`src/rtl/seg_scan_pkg.sv`:
```
// Shared helpers for the seven-segment scanner: polarity mapping, one-hot
// anode select and common widths. Helpers work on 32-bit values; callers
// size-cast the result down to their own port width.
package seg_scan_pkg;

    localparam int BRIGHT_W = 4;
    localparam int MAX_W    = 32;

    // Logical "everything off" segment pattern (before polarity is applied).
    localparam logic [MAX_W-1:0] SEG_BLANK = '0;

    // Map a logical 1=on vector onto the pin polarity.
    function automatic logic [MAX_W-1:0] apply_pol(input logic [MAX_W-1:0] value,
                                                   input logic             active_low);
        return active_low ? ~value : value;
    endfunction

    // Logical anode select for one digit.
    function automatic logic [MAX_W-1:0] onehot(input logic [4:0] idx);
        return MAX_W'(1) << idx;
    endfunction

endpackage

```
`src/rtl/seg_scan_timer.sv`:
```
// Slot timer: cnt runs 0..SCAN_DIV-1 within a digit slot, idx walks the
// digits. Reports the DRIVE phase and the frame capture strobe (slot 0, cnt 0).
module seg_scan_timer #(
    parameter  int NUM_DIGITS   = 6,
    parameter  int SCAN_DIV     = 100000,
    parameter  int BLANK_CYCLES = 16,
    localparam int CNT_W        = $clog2(SCAN_DIV),
    localparam int IDX_W        = (NUM_DIGITS > 1) ? $clog2(NUM_DIGITS) : 1
) (
    input  logic             clk,
    input  logic             rst_n,
    output logic [IDX_W-1:0] idx,
    output logic             in_drive,
    output logic             frame_cap
);

    logic [CNT_W-1:0] cnt;

    // Slot counter with digit index advance on wrap.
    always_ff @(posedge clk) begin
        if (!rst_n) begin
            cnt <= '0;
            idx <= '0;
        end else if (cnt == CNT_W'(SCAN_DIV - 1)) begin
            cnt <= '0;
            idx <= (idx == IDX_W'(NUM_DIGITS - 1)) ? '0 : idx + IDX_W'(1);
        end else begin
            cnt <= cnt + CNT_W'(1);
        end
    end

    assign in_drive  = (cnt >= CNT_W'(BLANK_CYCLES));
    assign frame_cap = (cnt == '0) && (idx == '0);

endmodule

```
`src/rtl/seg_scan_mux.sv`:
```
// Time-multiplexed seven-segment driver with inter-digit blanking, per-digit
// enable mask and frame-synchronous snapshot of display data.
// Optional: define SEG_SCAN_PWM_EN to add the brightness port and PWM gating.
module seg_scan_mux
    import seg_scan_pkg::*;
#(
    parameter int NUM_DIGITS   = 6,
    parameter int SEG_W        = 7,
    parameter int SCAN_DIV     = 100000,
    parameter int BLANK_CYCLES = 16,
    parameter int ACTIVE_LOW   = 1
) (
    input  logic                        clk,
    input  logic                        rst_n,
    input  logic [NUM_DIGITS*SEG_W-1:0] seg_in,
    input  logic [NUM_DIGITS-1:0]       digit_en,
`ifdef SEG_SCAN_PWM_EN
    input  logic [BRIGHT_W-1:0]         brightness,
`endif
    output logic [SEG_W-1:0]            seg_out,
    output logic [NUM_DIGITS-1:0]       an_out,
    output logic                        frame_start
);

    localparam int IDX_W = (NUM_DIGITS > 1) ? $clog2(NUM_DIGITS) : 1;
    localparam logic POL = (ACTIVE_LOW != 0);
    localparam logic [NUM_DIGITS-1:0] AN_OFF  = NUM_DIGITS'(apply_pol('0, POL));
    localparam logic [SEG_W-1:0]      SEG_OFF = SEG_W'(apply_pol(SEG_BLANK, POL));

    if (BLANK_CYCLES < 1 || BLANK_CYCLES >= SCAN_DIV || NUM_DIGITS < 1 ||
        NUM_DIGITS > MAX_W || SEG_W > MAX_W) begin : g_bad_cfg
        $error("seg_scan_mux: illegal NUM_DIGITS/SEG_W/SCAN_DIV/BLANK_CYCLES");
    end

    logic [IDX_W-1:0]                  idx;
    logic                              in_drive;
    logic                              frame_cap;
    logic [NUM_DIGITS-1:0][SEG_W-1:0]  sh_seg;
    logic [NUM_DIGITS-1:0]             sh_en;
    logic                              show;
    logic [NUM_DIGITS-1:0]             an_nxt;
    logic [SEG_W-1:0]                  seg_nxt;

    seg_scan_timer #(
        .NUM_DIGITS   (NUM_DIGITS),
        .SCAN_DIV     (SCAN_DIV),
        .BLANK_CYCLES (BLANK_CYCLES)
    ) u_timer (
        .clk       (clk),
        .rst_n     (rst_n),
        .idx       (idx),
        .in_drive  (in_drive),
        .frame_cap (frame_cap)
    );

`ifdef SEG_SCAN_PWM_EN
    logic [BRIGHT_W-1:0] pwm;
    logic [BRIGHT_W-1:0] sh_bright;

    // Free-running duty counter; brightness is snapshotted with the frame.
    always_ff @(posedge clk) begin
        if (!rst_n) begin
            pwm       <= '0;
            sh_bright <= '0;
        end else begin
            pwm <= pwm + BRIGHT_W'(1);
            if (frame_cap) sh_bright <= brightness;
        end
    end
`endif

    // Next pin values: one anode and its pattern only in DRIVE of an enabled digit.
    always_comb begin
        show = in_drive && sh_en[idx];
`ifdef SEG_SCAN_PWM_EN
        show = show && (pwm <= sh_bright);
`endif
        an_nxt  = NUM_DIGITS'(apply_pol(show ? onehot(5'(idx)) : '0, POL));
        seg_nxt = SEG_W'(apply_pol(show ? MAX_W'(sh_seg[idx]) : SEG_BLANK, POL));
    end

    // Frame snapshot and registered pin drivers.
    always_ff @(posedge clk) begin
        if (!rst_n) begin
            sh_seg      <= '0;
            sh_en       <= '0;
            an_out      <= AN_OFF;
            seg_out     <= SEG_OFF;
            frame_start <= 1'b0;
        end else begin
            if (frame_cap) begin
                sh_seg <= seg_in;
                sh_en  <= digit_en;
            end
            an_out      <= an_nxt;
            seg_out     <= seg_nxt;
            frame_start <= frame_cap;
        end
    end

endmodule

```
`config.mk`:
```
export PLATFORM = sky130hd
export DESIGN_NAME = seg_scan_mux
export DESIGN_NICKNAME = d
export VERILOG_FILES = /design/src/rtl/seg_scan_pkg.sv /design/src/rtl/seg_scan_timer.sv /design/src/rtl/seg_scan_mux.sv
export SDC_FILE = /design/constraint.sdc
export NUM_CORES = 1
export LEC_CHECK = 0
export CAP_MARGIN = 0
export CORE_MARGIN = 2
export CORE_UTILIZATION = 30
export CTS_CLUSTER_SIZE = 16
export DETAILED_ROUTE_END_ITERATION = 16
export DONT_BUFFER_PORTS = 1
export HOLD_SLACK_MARGIN = 0.12
export PLACE_DENSITY = 0.45
export SYNTH_ARGS = -nofsm -noshare
export SYNTH_HDL_FRONTEND = slang
export SYNTH_HIERARCHICAL = 1
export SYNTH_SLANG_ARGS = --single-unit
```
`constraint.sdc`:
```
create_clock -name clk -period 6.3 [get_ports clk]
set_input_delay 0.945 -clock clk [delete_from_list [all_inputs] [get_ports clk]]
set_output_delay 0.945 -clock clk [all_outputs]
set_load 0.05 [all_outputs]
```
# Word level (Yosys, flattened, before mapping)
# Index checks and enable logic that the tools add are counted.
# classes
div_mod_pow	0
n_bitwise	3
n_shift	1
n_addsub	2
n_eq_ne	2
multipliers	0
mux	7
order_cmp	2
n_reduce_logical	5
# op_table
cell	count
$bmux W7 S3	1
$add A17 B1 Y17 const B	1
$eq A17 B17 Y1 const B	1
$ge A17 B5 Y1 const B	1
$logic_not A17 Y1	1
$mux W7	2
$not A7 Y7	1
$mux W6	1
$not A6 Y6	1
$shl A1 B3 Y6 const A	1
$lt A3 B4 Y1 const B	1
$add A3 B1 Y3 const B	1
$bmux W1 S3	1
$eq A3 B3 Y1 const B	1
$logic_not A3 Y1	1
$mux W3	1
$logic_and A1 B1 Y1	2
$reduce_or A2 Y1	1
$mux W1	1
$not A1 Y1	1
# totals
elab_cells	34
latch_bits	0
ff_bits	82
ramBits	0
mem_bits_ro	0
n_memories	0

# Longest topological paths before layout
# logic_depth
word_depth	5
depth_mapped	10

# Modules after synthesis
# Netlist, hierarchy kept.
# modules_own_cells
mod	n_inst	area_per_inst_um2	cells_each
seg_scan_mux	1	2586.2	236
seg_scan_timer	1	962.2	109

# Least setup slack after synthesis
# No wires, ideal clock.
# synth_timing
path_kind	flip-flop to flip-flop
from	reg u_timer.cnt[9]
to	reg sh_seg[0] (netlist bit)
path_buffers	3
stages_incl_launch_ff	9
slack_ns	3.912
synth_period_minus_slack_ns	2.388
arrival_ns	2.272
required_time_ns	6.184
setup_ns	0.116
path_cell_list	dfxtp_1 -> or4_1 -> or4_4 -> nor4_4 -> clkbuf_1 -> buf_4 -> buf_4 -> mux2i_1 -> nor2b_1
# synth_via
elab_chain_len	2
# synth_lines
element	line	source
start: declaration	seg_scan_timer.sv:17	logic [CNT_W-1:0] cnt;
start signal: assignment	seg_scan_timer.sv:28	cnt <= cnt + CNT_W'(1);
$logic_not A17 Y1	seg_scan_timer.sv:33	assign frame_cap = (cnt == '0) && (idx == '0);
$logic_and A1 B1 Y1	seg_scan_timer.sv:33	
net frame_cap	seg_scan_mux.sv:37	logic frame_cap;
end signal: assignment	seg_scan_mux.sv:92	sh_seg <= seg_in;
end: declaration	seg_scan_mux.sv:38	logic [NUM_DIGITS-1:0][SEG_W-1:0] sh_seg;
# The timed path passes the listed nets, and every way through them passes these cells.
# A chain may end at the register's enable or synchronous reset.

# Worst setup path after layout
# layout_timing
from	reg u_timer.idx[0]
to	reg sh_seg[14] (netlist bit)
# layout_via
elab_chain_len	2
# layout_lines
element	line	source
start: declaration	seg_scan_timer.sv:12	output logic [IDX_W-1:0] idx,
start signal: assignment	seg_scan_timer.sv:26	idx <= (idx == IDX_W'(NUM_DIGITS - 1)) ? '0 : idx + IDX_W'(1);
$logic_not A3 Y1	seg_scan_timer.sv:33	
$logic_and A1 B1 Y1	seg_scan_timer.sv:33	
net frame_cap	seg_scan_mux.sv:37	
# The timed path passes the listed nets, and every way through them passes these cells.

==> results.json <==
{
  "status": "finished clean",
  "fin_worst_skew_ns": 0.00745,
  "firstDrtPassIters": 4,
  "cts_buffer_depth": 2,
  "final_cells": 486,
  "relSlewSlack_pct": 33.9,
  "routedWlPerCell_um": 16.1,
  "synthFlopType": "dfxtp_1",
  "core_sq_um": 11500,
  "insertion_delay_ns": 0.33,
  "crit_chain": "or4b_2 -> nor4_4 -> buf_4 -> mux2i_1 -> nor2b_1",
  "async_flop_share_pct": 0,
  "clockPowerShare_pct": 46.3,
  "cts-root-buf": "clkbuf_16",
  "fmax_mhz": 355,
  "crit_arrival_ns": 3.04,
  "finalMaxSlewViolations": 0,
  "synthTopCellsByArea": "dfxtp_1, mux2i_1, nor2b_1, nor2_1, xnor2_1",
  "rsz0062_at_grt": "false",
  "start_util_pct": 30.9,
  "hold_class": "flop to flop",
  "netlist_area_sq_um": 3550,
  "drv_cap": 0,
  "multi_input_area_sq_um": 1770,
  "cpPeakStageDelay_ns": 0.85,
  "dpl_worst_slack_ns": 3.46,
  "grt-ovfl-total": 0,
  "drtIter0Drc": 72,
  "num_antenna_cells": 0,
  "min_period_over_period_pct": 44.8,
  "pwr-share-comb_pct": 8.8,
  "yosysTopAreaCell": "dfxtp_1",
  "netlist.area_leader.share_pct": 46.3,
  "fillers": 1141,
  "tns_ns": 0,
  "synth_warnings": 6,
  "drive_gt1_share_pct": 8.16,
  "fp.dieW_um": 113,
  "swShare_pct": 21.7,
  "hold_buffers": 0,
  "p_switching_w": 0.000276,
  "power.internal_w": 0.000995,
  "routabilityCongestion": 0.724,
  "hold_viol_final": 0,
  "period_minus_slack_ns": 2.82,
  "setup_viol": 0,
  "worstMarginPinSlew_ns": 0.991,
  "nets": 390,
  "p_leak_nw": 1.44,
  "drcViolationCount": 0,
  "boundaryPins": 64,
  "die_h_um": 113,
  "postCtsSetupBuffers": 0,
  "p_seq_share_pct": 44.9,
  "io_buffers": 0,
  "synthCells": 345,
  "numCtsBuffers": 9,
  "path_clk_slew_ns": 0.06,
  "ys_types": 44,
  "cts_sinks": 82,
  "post_cts_resized": 0,
  "register_area_sq_um": 1640,
  "ant_nets": 0,
  "dp.final_hpwl_mm": 5.47,
  "crit_path_max_fanout": 49,
  "antenna_found_initial": 0,
  "placedCellCount": 470,
  "grt_pass1_wl_mm": 12.6,
  "avgSynthCellArea_sq_um": 10.3,
  "slowest_stage": "or4b_2",
  "grt_max_degree": 55,
  "synth_seq_cells": 82,
  "syn_to_final_growth_pct": 12.0,
  "track_usage_pct": 12.7,
  "cp-start-kind": "flop",
  "synth_enable_flop_cells": 0,
  "die_area_sq_um": 12700,
  "ys_top_cells_by_count": "dfxtp_1, mux2i_1, nor2b_1, nor2_1, nand3_1",
  "crit_required_ns": 6.52,
  "wirelength_mm": 7.84,
  "cp-end-kind": "flop",
  "grt_pass1_vias": 2350,
  "vias": 2314,
  "rows": 39,
  "setup_ws_ns": 3.48,
  "h-tree-depth": 3,
  "synth.most_common_cell": "dfxtp_1",
  "powerDensity_nw_per_um2": 320,
  "ys_seq_area_share_pct": 46.3,
  "total_power_w": 0.00127,
  "peakVddDrop_v": 0.000192,
  "syn-num-nets": 397,
  "worstSetupPathType": "flop to flop",
  "via_per_inst": 4.76,
  "cts_tree": "done"
}
## layout make-up
class	instances	share of cell area, %
Multi-Input combinational cell	235	44.6
Sequential cell	82	41.3
Clock buffer	11	5.86
Tap cell	143	4.50
Clock inverter	5	2.58
Inverter	8	0.756
Timing Repair Buffer	2	0.378
## routing by layer
| metal | vias up | global-route usage (%) | part of all wire (%) |
|---|---|---|---|
| li1 | 1183 | - | - |
| met1 | 1077 | 17.0 | 50 |
| met2 | 45 | 18.8 | 43 |
| met3 | 9 | 4.93 | 5.9 |
| met4 | 0 | 4.55 | 1.3 |
| met5 | - | 0 | 0 |
## worst max-delay path, delay by kind of cell, from the launching register on
family | cells | cell delay, ns
muxes | 1 | 0.29
and+or+nand+nor | 3 | 1.07
DFF | 1 | 0.63
buffers and inverters | 1 | 0.70
## cells in the final DEF (no fill, tap or decap), types with 6 or more instances in the layout
cell / count
nand2_1: 7
mux2i_1: 68
inv_1: 8
nor2b_1: 49
nand3_1: 9
clkbuf_16: 9
xor2_1: 6
xnor2_1: 7
nand4_1: 7
nor2_1: 24
o22ai_1: 6
dfxtp_1: 82
o211ai_1: 6
## worst paths after layout
check,startpoint,slack (ns),cells past startpoint,endpoint
worst max-delay path,u_timer/idx[0],3.48,5,sh_seg[14]
worst min-delay path,sh_en[3],0.41,1,an_out[3]
worst max register to register,u_timer/idx[0],3.48,5,sh_seg[14]
worst min register to register,sh_en[3],0.41,1,an_out[3]
## power by group through the flow
stage	registers (W)	clock network, W	logic (W)
after global routing	0.000575	0.000632	0.000123
final	0.000571	0.000589	0.000112
after global placement	0.000582	0	0.000111
after floorplan	0.000576	0	0.000102
after CTS	0.000571	0.000607	0.000113
after detailed placement	0.000583	0	0.000113
## state kept, by name (all words and copies together) (netlist names)
register     flops
u_timer/cnt     17
sh_seg          42
frame_start      1
u_timer/idx      3
sh_en            6
seg_out          7
an_out           6
## logic make-up after synthesis
group                    after synthesis  synth area share (%)
XOR/XNOR                              13                  3.21
AO/OA/AOI/OAI                         25                  4.80
multiplexers                          70                  20.5
AND/OR/NAND/NOR                      125                  20.8
adder cells (fa/ha/maj)                2                 0.705
buffers and inverters                 28                  3.77
flip-flops                            82                  46.3
## through the flow
step | cell area, sq um | utilization [%] | hold slack, ns
after floorplan | 3550 | - | 0.377
after global placement | 3640 | 31.7 | 0.401
after detailed placement | 3640 | 31.7 | 0.402
after CTS | 3970 | 34.7 | 0.415
after global routing | 3970 | 34.7 | 0.441
final | 3970 | 34.7 | 0.411
No activity file was read; power rests on OpenSTA's default activity.
